**src/rtl/fadd_writeback.sv**
```systemverilog
// Issue scoreboard + writeback for the NSTAGE-deep fadd pipe; combinational stall, same-cycle result bypass.
// Optional shadow tag checker compiled in with FADD_WB_TAGCHECK_EN.
module fadd_writeback #(
  parameter int NSTAGE = 3
) (
  input  logic        clk,
  input  logic        rstn,
  input  logic        iss_valid,
  input  logic [4:0]  iss_src1,
  input  logic [4:0]  iss_src2,
  input  logic [4:0]  iss_dst,
  output logic        iss_stall,
  output logic [31:0] fa_x1,
  output logic [31:0] fa_x2,
  output logic        fa_flag,
  output logic [4:0]  fa_add,
  input  logic [31:0] fa_y,
  input  logic        fa_flagout,
  input  logic [4:0]  fa_addout,
  output logic        busy,
  output logic        tag_err,
  output logic [7:0]  tag_err_cnt
);

  localparam int QW = (NSTAGE < 2) ? 1 : $clog2(NSTAGE + 1);

  logic [31:0]   regs_q [32];
  logic [31:0]   pending_q, pending_d;
  logic [QW-1:0] quiet_q, quiet_d;
  logic          guard_done;
  logic          wb;
  logic [31:0]   wb_hit;
  logic [31:0]   rdy_mask;

  // fadd is not reset, so its outputs are untrusted until a full pipe depth has elapsed
  assign guard_done = (quiet_q == QW'(NSTAGE));
  assign wb         = fa_flagout & guard_done;
  assign wb_hit     = wb ? (32'd1 << fa_addout) : 32'd0;
  assign rdy_mask   = ~pending_q | wb_hit;

  assign iss_stall = iss_valid & ~(guard_done & rdy_mask[iss_src1] &
                                   rdy_mask[iss_src2] & rdy_mask[iss_dst]);
  assign fa_flag   = iss_valid & ~iss_stall;
  assign fa_add    = iss_dst;
  assign fa_x1     = wb_hit[iss_src1] ? fa_y : regs_q[iss_src1];
  assign fa_x2     = wb_hit[iss_src2] ? fa_y : regs_q[iss_src2];
  assign busy      = |pending_q;

  always_comb begin
    pending_d = pending_q & ~wb_hit;
    // set after clear so a reissue to the retiring register stays pending
    if (fa_flag) pending_d = pending_d | (32'd1 << iss_dst);
    quiet_d = guard_done ? quiet_q : quiet_q + QW'(1);
  end

  always_ff @(posedge clk or negedge rstn) begin
    if (!rstn) begin
      pending_q <= '0;
      quiet_q   <= '0;
      for (int i = 0; i < 32; i++) regs_q[i] <= '0;
    end else begin
      pending_q <= pending_d;
      quiet_q   <= quiet_d;
      if (wb) regs_q[fa_addout] <= fa_y;
    end
  end

`ifdef FADD_WB_TAGCHECK_EN
  logic [NSTAGE-1:0][5:0] shadow_q;
  logic                   tag_err_q;
  logic [7:0]             tag_cnt_q;
  logic [5:0]             shadow_out;
  logic                   mismatch;

  assign shadow_out = shadow_q[NSTAGE-1];
  assign mismatch   = guard_done &
                      ((shadow_out[5] != fa_flagout) |
                       (shadow_out[5] & (shadow_out[4:0] != fa_addout)) |
                       (wb & ~pending_q[fa_addout]));

  always_ff @(posedge clk or negedge rstn) begin
    if (!rstn) begin
      shadow_q  <= '0;
      tag_err_q <= 1'b0;
      tag_cnt_q <= '0;
    end else begin
      shadow_q[0] <= {fa_flag, fa_add};
      for (int i = 1; i < NSTAGE; i++) shadow_q[i] <= shadow_q[i-1];
      if (mismatch) begin
        tag_err_q <= 1'b1;
        if (tag_cnt_q != 8'hFF) tag_cnt_q <= tag_cnt_q + 8'd1;
      end
    end
  end

  assign tag_err     = tag_err_q;
  assign tag_err_cnt = tag_cnt_q;
`else
  assign tag_err     = 1'b0;
  assign tag_err_cnt = 8'd0;
`endif

endmodule

```
**config.mk**
```make
export PLATFORM = sky130hd
export DESIGN_NAME = fadd_writeback
export DESIGN_NICKNAME = d
export VERILOG_FILES = /design/src/rtl/fadd_writeback.sv
export SDC_FILE = /design/constraint.sdc
export NUM_CORES = 2
export LEC_CHECK = 0
export BUFFER_PORTS_ARGS = -buffer_cell sky130_fd_sc_hd__buf_4
export CORE_MARGIN = 2
export CORE_UTILIZATION = 40
export CTS_CLUSTER_SIZE = 14
export DETAILED_ROUTE_END_ITERATION = 10
export MAX_ROUTING_LAYER = met4
export PLACE_DENSITY = 0.55
export SLEW_MARGIN = 20
export SYNTH_ARGS = -nofsm -noshare
export SYNTH_HDL_FRONTEND = slang
export SYNTH_SLANG_ARGS = --single-unit
```
**constraint.sdc**
```tcl
create_clock -name clk -period 4.15 [get_ports clk]
set_input_delay 0.83 -clock clk [delete_from_list [all_inputs] [get_ports clk]]
set_output_delay 0.83 -clock clk [all_outputs]
set_load 0.1 [all_outputs]
```
==> summary.txt <==
Critical path
  • Max stage delay cell, worst path: sky130_fd_sc_hd__or4_4
  • Top Family by Delay on Critical Path: simple AND/OR/NAND/NOR gates
  • Combined buffer and inverter count along the critical path: 3
  • Setup slack on the worst flop-to-flop path: between 0.9 and 1 ns
  • Sort of element at the start of the critical path: flop
  • Endpoint of the worst-slack reg-to-reg timing path: pending_q[18]$_DFF_PN0_
  • Start of the worst register-to-register path: quiet_q[0]$_DFFE_PN0P_
  • Depth of the worst register-to-register path: 12
  • Crit Path Class: reg -> out
  • Series of cell instances along the critical path: ha_4 > buf_6 > nand4b_4 > buf_6 > o21ai_4 > o22ai_1 > o22ai_1 > o21ai_1 > and3_1 > or4_4 > nor3b_4 > buf_12
  • Endpoint kind of the worst setup timing path: output pin
  • Crit path DAT: between 3 and 4 ns
  • Largest fanout on the critical path: 6
  • Required arrival time at the worst endpoint: ~3.3 ns
  • Largest stage delay on the critical path: 0.48 ns

Global route
  • Pin count of the biggest net entering global routing: between 100 and 150
  • Via count of the first global-routing pass: between 30,000 and 40,000
  • Overflow left after global routing: 0
  • Antenna violations before repair: 9
  • Wire length of the first global-routing pass: roughly 290,000 µm
  • Total GRT Usage: 26.8%

STA
  • Upper clock frequency limit: 224 MHz
  • Time the worst path needs with I/O delays and setup: around 4.5 ns
  • Final setup margin: -0.313 ns
  • Total negative slack for setup checks: -0.794 ns
  • Worst slew margin relative to its limit: under 10%
  • Setup Viol. Count Final: 11
  • Clock tree skew after final layout: between 0.03 and 0.04 ns
  • Final Hold Vio Count: 0
  • Slew at the pin with the worst max-slew slack: around 1.4 ns
  • Worst hold margin: approximately 0.044 ns
  • Setup repair after global routing missed its margin: true
  • Part of the cycle the worst path needs: 108%
  • Pins Over Slew Limit: 0

Floorplan
  • Row count: 140
  • Floorplan die height: roughly 390 µm
  • Initial cell density of the core: 40.4%
  • Total core area: between 100,000 and 150,000 µm²
  • Full die area: between 150,000 and 200,000 µm²
  • # IOs: about 140
  • Die width: 388 µm

Synthesis
  • Syn_area_per_cell: 14.7 µm²
  • Register area share after synthesis: 44.9%
  • Count of yosys warnings during synthesis: 0
  • Flops & latches, synth: ~1,100
  • Asr flop ratio synth: between 90% and 100%
  • Number of enable-type register cells in the synthesized netlist: 0
  • Most common library cells after synthesis: sky130_fd_sc_hd__dfrtp_1 (1,058), sky130_fd_sc_hd__mux2_2 (996), sky130_fd_sc_hd__mux4_2 (644)
  • Area of the mapped netlist: just under 60,000 µm²
  • Yosys top cell by area: sky130_fd_sc_hd__dfrtp_1
  • Cell variety after synth: 67
  • Area share of the largest cell type after synthesis: roughly 45%
  • Leading cell types by total area after synthesis: sky130_fd_sc_hd__dfrtp_1 (45%), sky130_fd_sc_hd__mux4_2 (25%), sky130_fd_sc_hd__mux2_2 (19%), sky130_fd_sc_hd__clkbuf_1 (2.1%), sky130_fd_sc_hd__o21ai_0 (1.2%)
  • Synth Flop Type: sky130_fd_sc_hd__dfrtp_1
  • Most frequent cell after synthesis: sky130_fd_sc_hd__dfrtp_1
  • Synthesized netlist cell count: ~4,000

Hold path
  • Class of the tightest hold or removal check: in -> async

Pwr
  • Clock share of power: between 30% and 40%
  • Ratio of total power to cell area: 475 nW/µm²
  • Switching power as a share of total power: 29.4%
  • Design internal power: between 20 and 25 mW
  • Switching component of the power: slightly below 10 mW
  • Share of total power in sequential cells: between 40% and 50%
  • Maximum ir drop on the vdd rail: 0.374 mV
  • Portion of total power attributed to combinational logic: 26.1%
  • Static Leak: between 30 and 40 nW

Placed design
  • # port buffers: around 130
  • Cell Count Post-Placement: roughly 6,000
  • Final HPWL DP: roughly 110,000 µm
  • Worst slack after detailed placement: -0.129 ns
  • Placer congestion estimate: approximately 0.91

Clocking
  • Clock input transition at the sequential cells of the worst setup and hold paths: ~0.060 ns
  • CTS Root Buffer Type: sky130_fd_sc_hd__clkbuf_16
  • CTS Buf Count: 120
  • Clock tree from TritonCTS: built
  • Buffer levels on the longest clock path: 3
  • Sink count of the clock tree: 1,058
  • Count of H-tree levels built during CTS: 3
  • Clk Latency, worst-skew pair: about 0.76 ns

Detailed routing
  • Vias per inst: approximately 6.3
  • DR WL/cell: between 30 and 40 µm
  • Initial DRC count: roughly 3,100
  • Length of the first detailed-routing pass in iterations: 5
  • Total via count in the routed design: slightly below 40,000
  • Wire length after detailed routing: slightly below 200,000 µm
  • Final antenna-violating net count: 0
  • Residual DRC: 0

Outcome
  • Result of the run: complete, but fails checks
  • Violations in the final reports: negative setup slack

Cells and area
  • Finished Layout Cells: 6,165
  • Fill cells: between 10,000 and 15,000
  • Net count of the finished layout: 4,196
  • Share of layout cells above drive strength 1: between 60 and 70%
  • Growth of design area from synthesis to finish: 20.8%

Run
  • Reported max-cap violation count: 0
worst max-delay path by stage:
stage / slack, ns / start / cells after the start / end
floorplan: -0.25 / fa_addout[2] / 11 / fa_flag
global placement: -0.16 / iss_src1[0] / 10 / fa_x1[22]
detailed placement: -0.13 / iss_src1[0] / 10 / fa_x1[24]
CTS: -0.30 / quiet_q[1]$_DFFE_PN0P_ / 11 / fa_flag
global route: -0.39 / quiet_q[0]$_DFFE_PN0P_ / 11 / fa_flag
finish: -0.31 / quiet_q[0]$_DFFE_PN0P_ / 12 / fa_flag
stage by stage:
stage | util, % | instance area, µm² | power (mW)
global route | 48.8 | 71200 | 35.2
CTS | 48.4 | 70600 | 33.9
global placement | 44.8 | 65400 | 22.0
floorplan | - | 60300 | 19.7
detailed placement | 44.8 | 65400 | 22.2
finish | 48.8 | 71200 | 33.8
sequential cells by signal, summed over array words and instances (netlist names):
| name | cells |
|---|---|
| quiet_q | 2 |
| pending_q | 32 |
| regs_q | 1024 |
routing by layer:
| layer | share of wire [%] | track usage (%) |
|---|---|---|
| met1 | 43 | 36.4 |
| met5 | 0 | - |
| met3 | 5.1 | 3.68 |
| met4 | 3.3 | 8.23 |
| met2 | 48 | 42.1 |
kinds of logic after synthesis:
group	after synthesis	share of synthesized area [%]
AO/OA/AOI/OAI	365	4.14
XOR/XNOR	9	0.134
adder cells (fa/ha/maj)	1	0.0212
buffers and inverters	479	3.28
flip-flops	1058	44.9
multiplexers	1644	43.7
other	1	0.00636
AND/OR/NAND/NOR	443	3.78
cell usage in the layout (no fill, tap or decap), types with 21 or more instances in the layout:
cell type                   instances
sky130_fd_sc_hd__o211ai_1          21
sky130_fd_sc_hd__mux2_2           995
sky130_fd_sc_hd__or2_2             67
sky130_fd_sc_hd__clkbuf_8          26
sky130_fd_sc_hd__buf_6             35
sky130_fd_sc_hd__a221oi_4          45
sky130_fd_sc_hd__o21ai_1           36
sky130_fd_sc_hd__dfrtp_1         1058
sky130_fd_sc_hd__nand2b_1          27
sky130_fd_sc_hd__o22a_1            45
sky130_fd_sc_hd__clkbuf_16        127
sky130_fd_sc_hd__o21ai_0           96
sky130_fd_sc_hd__nor2_2            26
sky130_fd_sc_hd__nor2_1            38
sky130_fd_sc_hd__nand2_1          148
sky130_fd_sc_hd__mux4_2           644
sky130_fd_sc_hd__clkbuf_1          36
sky130_fd_sc_hd__o21ai_2           23
sky130_fd_sc_hd__buf_4            286
sky130_fd_sc_hd__buf_12           133
power by group through the flow:
stage / Sequential, mW / Clock, mW / Combinational [mW]
after floorplan: 13.3 / 0 / 6.49
after global placement: 13.7 / 0 / 8.33
after detailed placement: 13.7 / 0 / 8.44
after CTS: 13.6 / 11.6 / 8.75
after global routing: 13.9 / 12.0 / 9.30
final: 13.6 / 11.3 / 8.81
worst register-to-register path: stages, from the launching register on:
cell and delay [ns]:
sky130_fd_sc_hd__dfrtp_1 0.39, sky130_fd_sc_hd__ha_4 0.16, sky130_fd_sc_hd__buf_6 0.12, sky130_fd_sc_hd__nand4b_4 0.23, sky130_fd_sc_hd__buf_6 0.22, sky130_fd_sc_hd__o21ai_4 0.20, sky130_fd_sc_hd__o22ai_1 0.14, sky130_fd_sc_hd__o22ai_1 0.18
sky130_fd_sc_hd__o21ai_1 0.08, sky130_fd_sc_hd__and3_1 0.20, sky130_fd_sc_hd__or4_4 0.48, sky130_fd_sc_hd__buf_4 0.29, sky130_fd_sc_hd__o41ai_1 0.42
repair_timing:
item                       CTS  global route
pin swaps                   13            11
gates resized for setup    201            89
hold buffers                 0             0
cloned                       5             4
setup endpoints to repair   66            58
setup buffers               17            17
cell type report:
cell class                      instances  area [µm²]  area share (%)
Multi-Input combinational cell       2471       32200            45.3
Sequential cell                      1058       26500            37.2
Timing Repair Buffer                  483        5880            8.26
Clock buffer                          184        3560            5.00
Tap cell                             1917        2400            3.37
Clock inverter                         41         618           0.868
Inverter                                5        18.8          0.0264
Antenna cell                            6        15.0          0.0211
(Power assumes the default switching activity.)
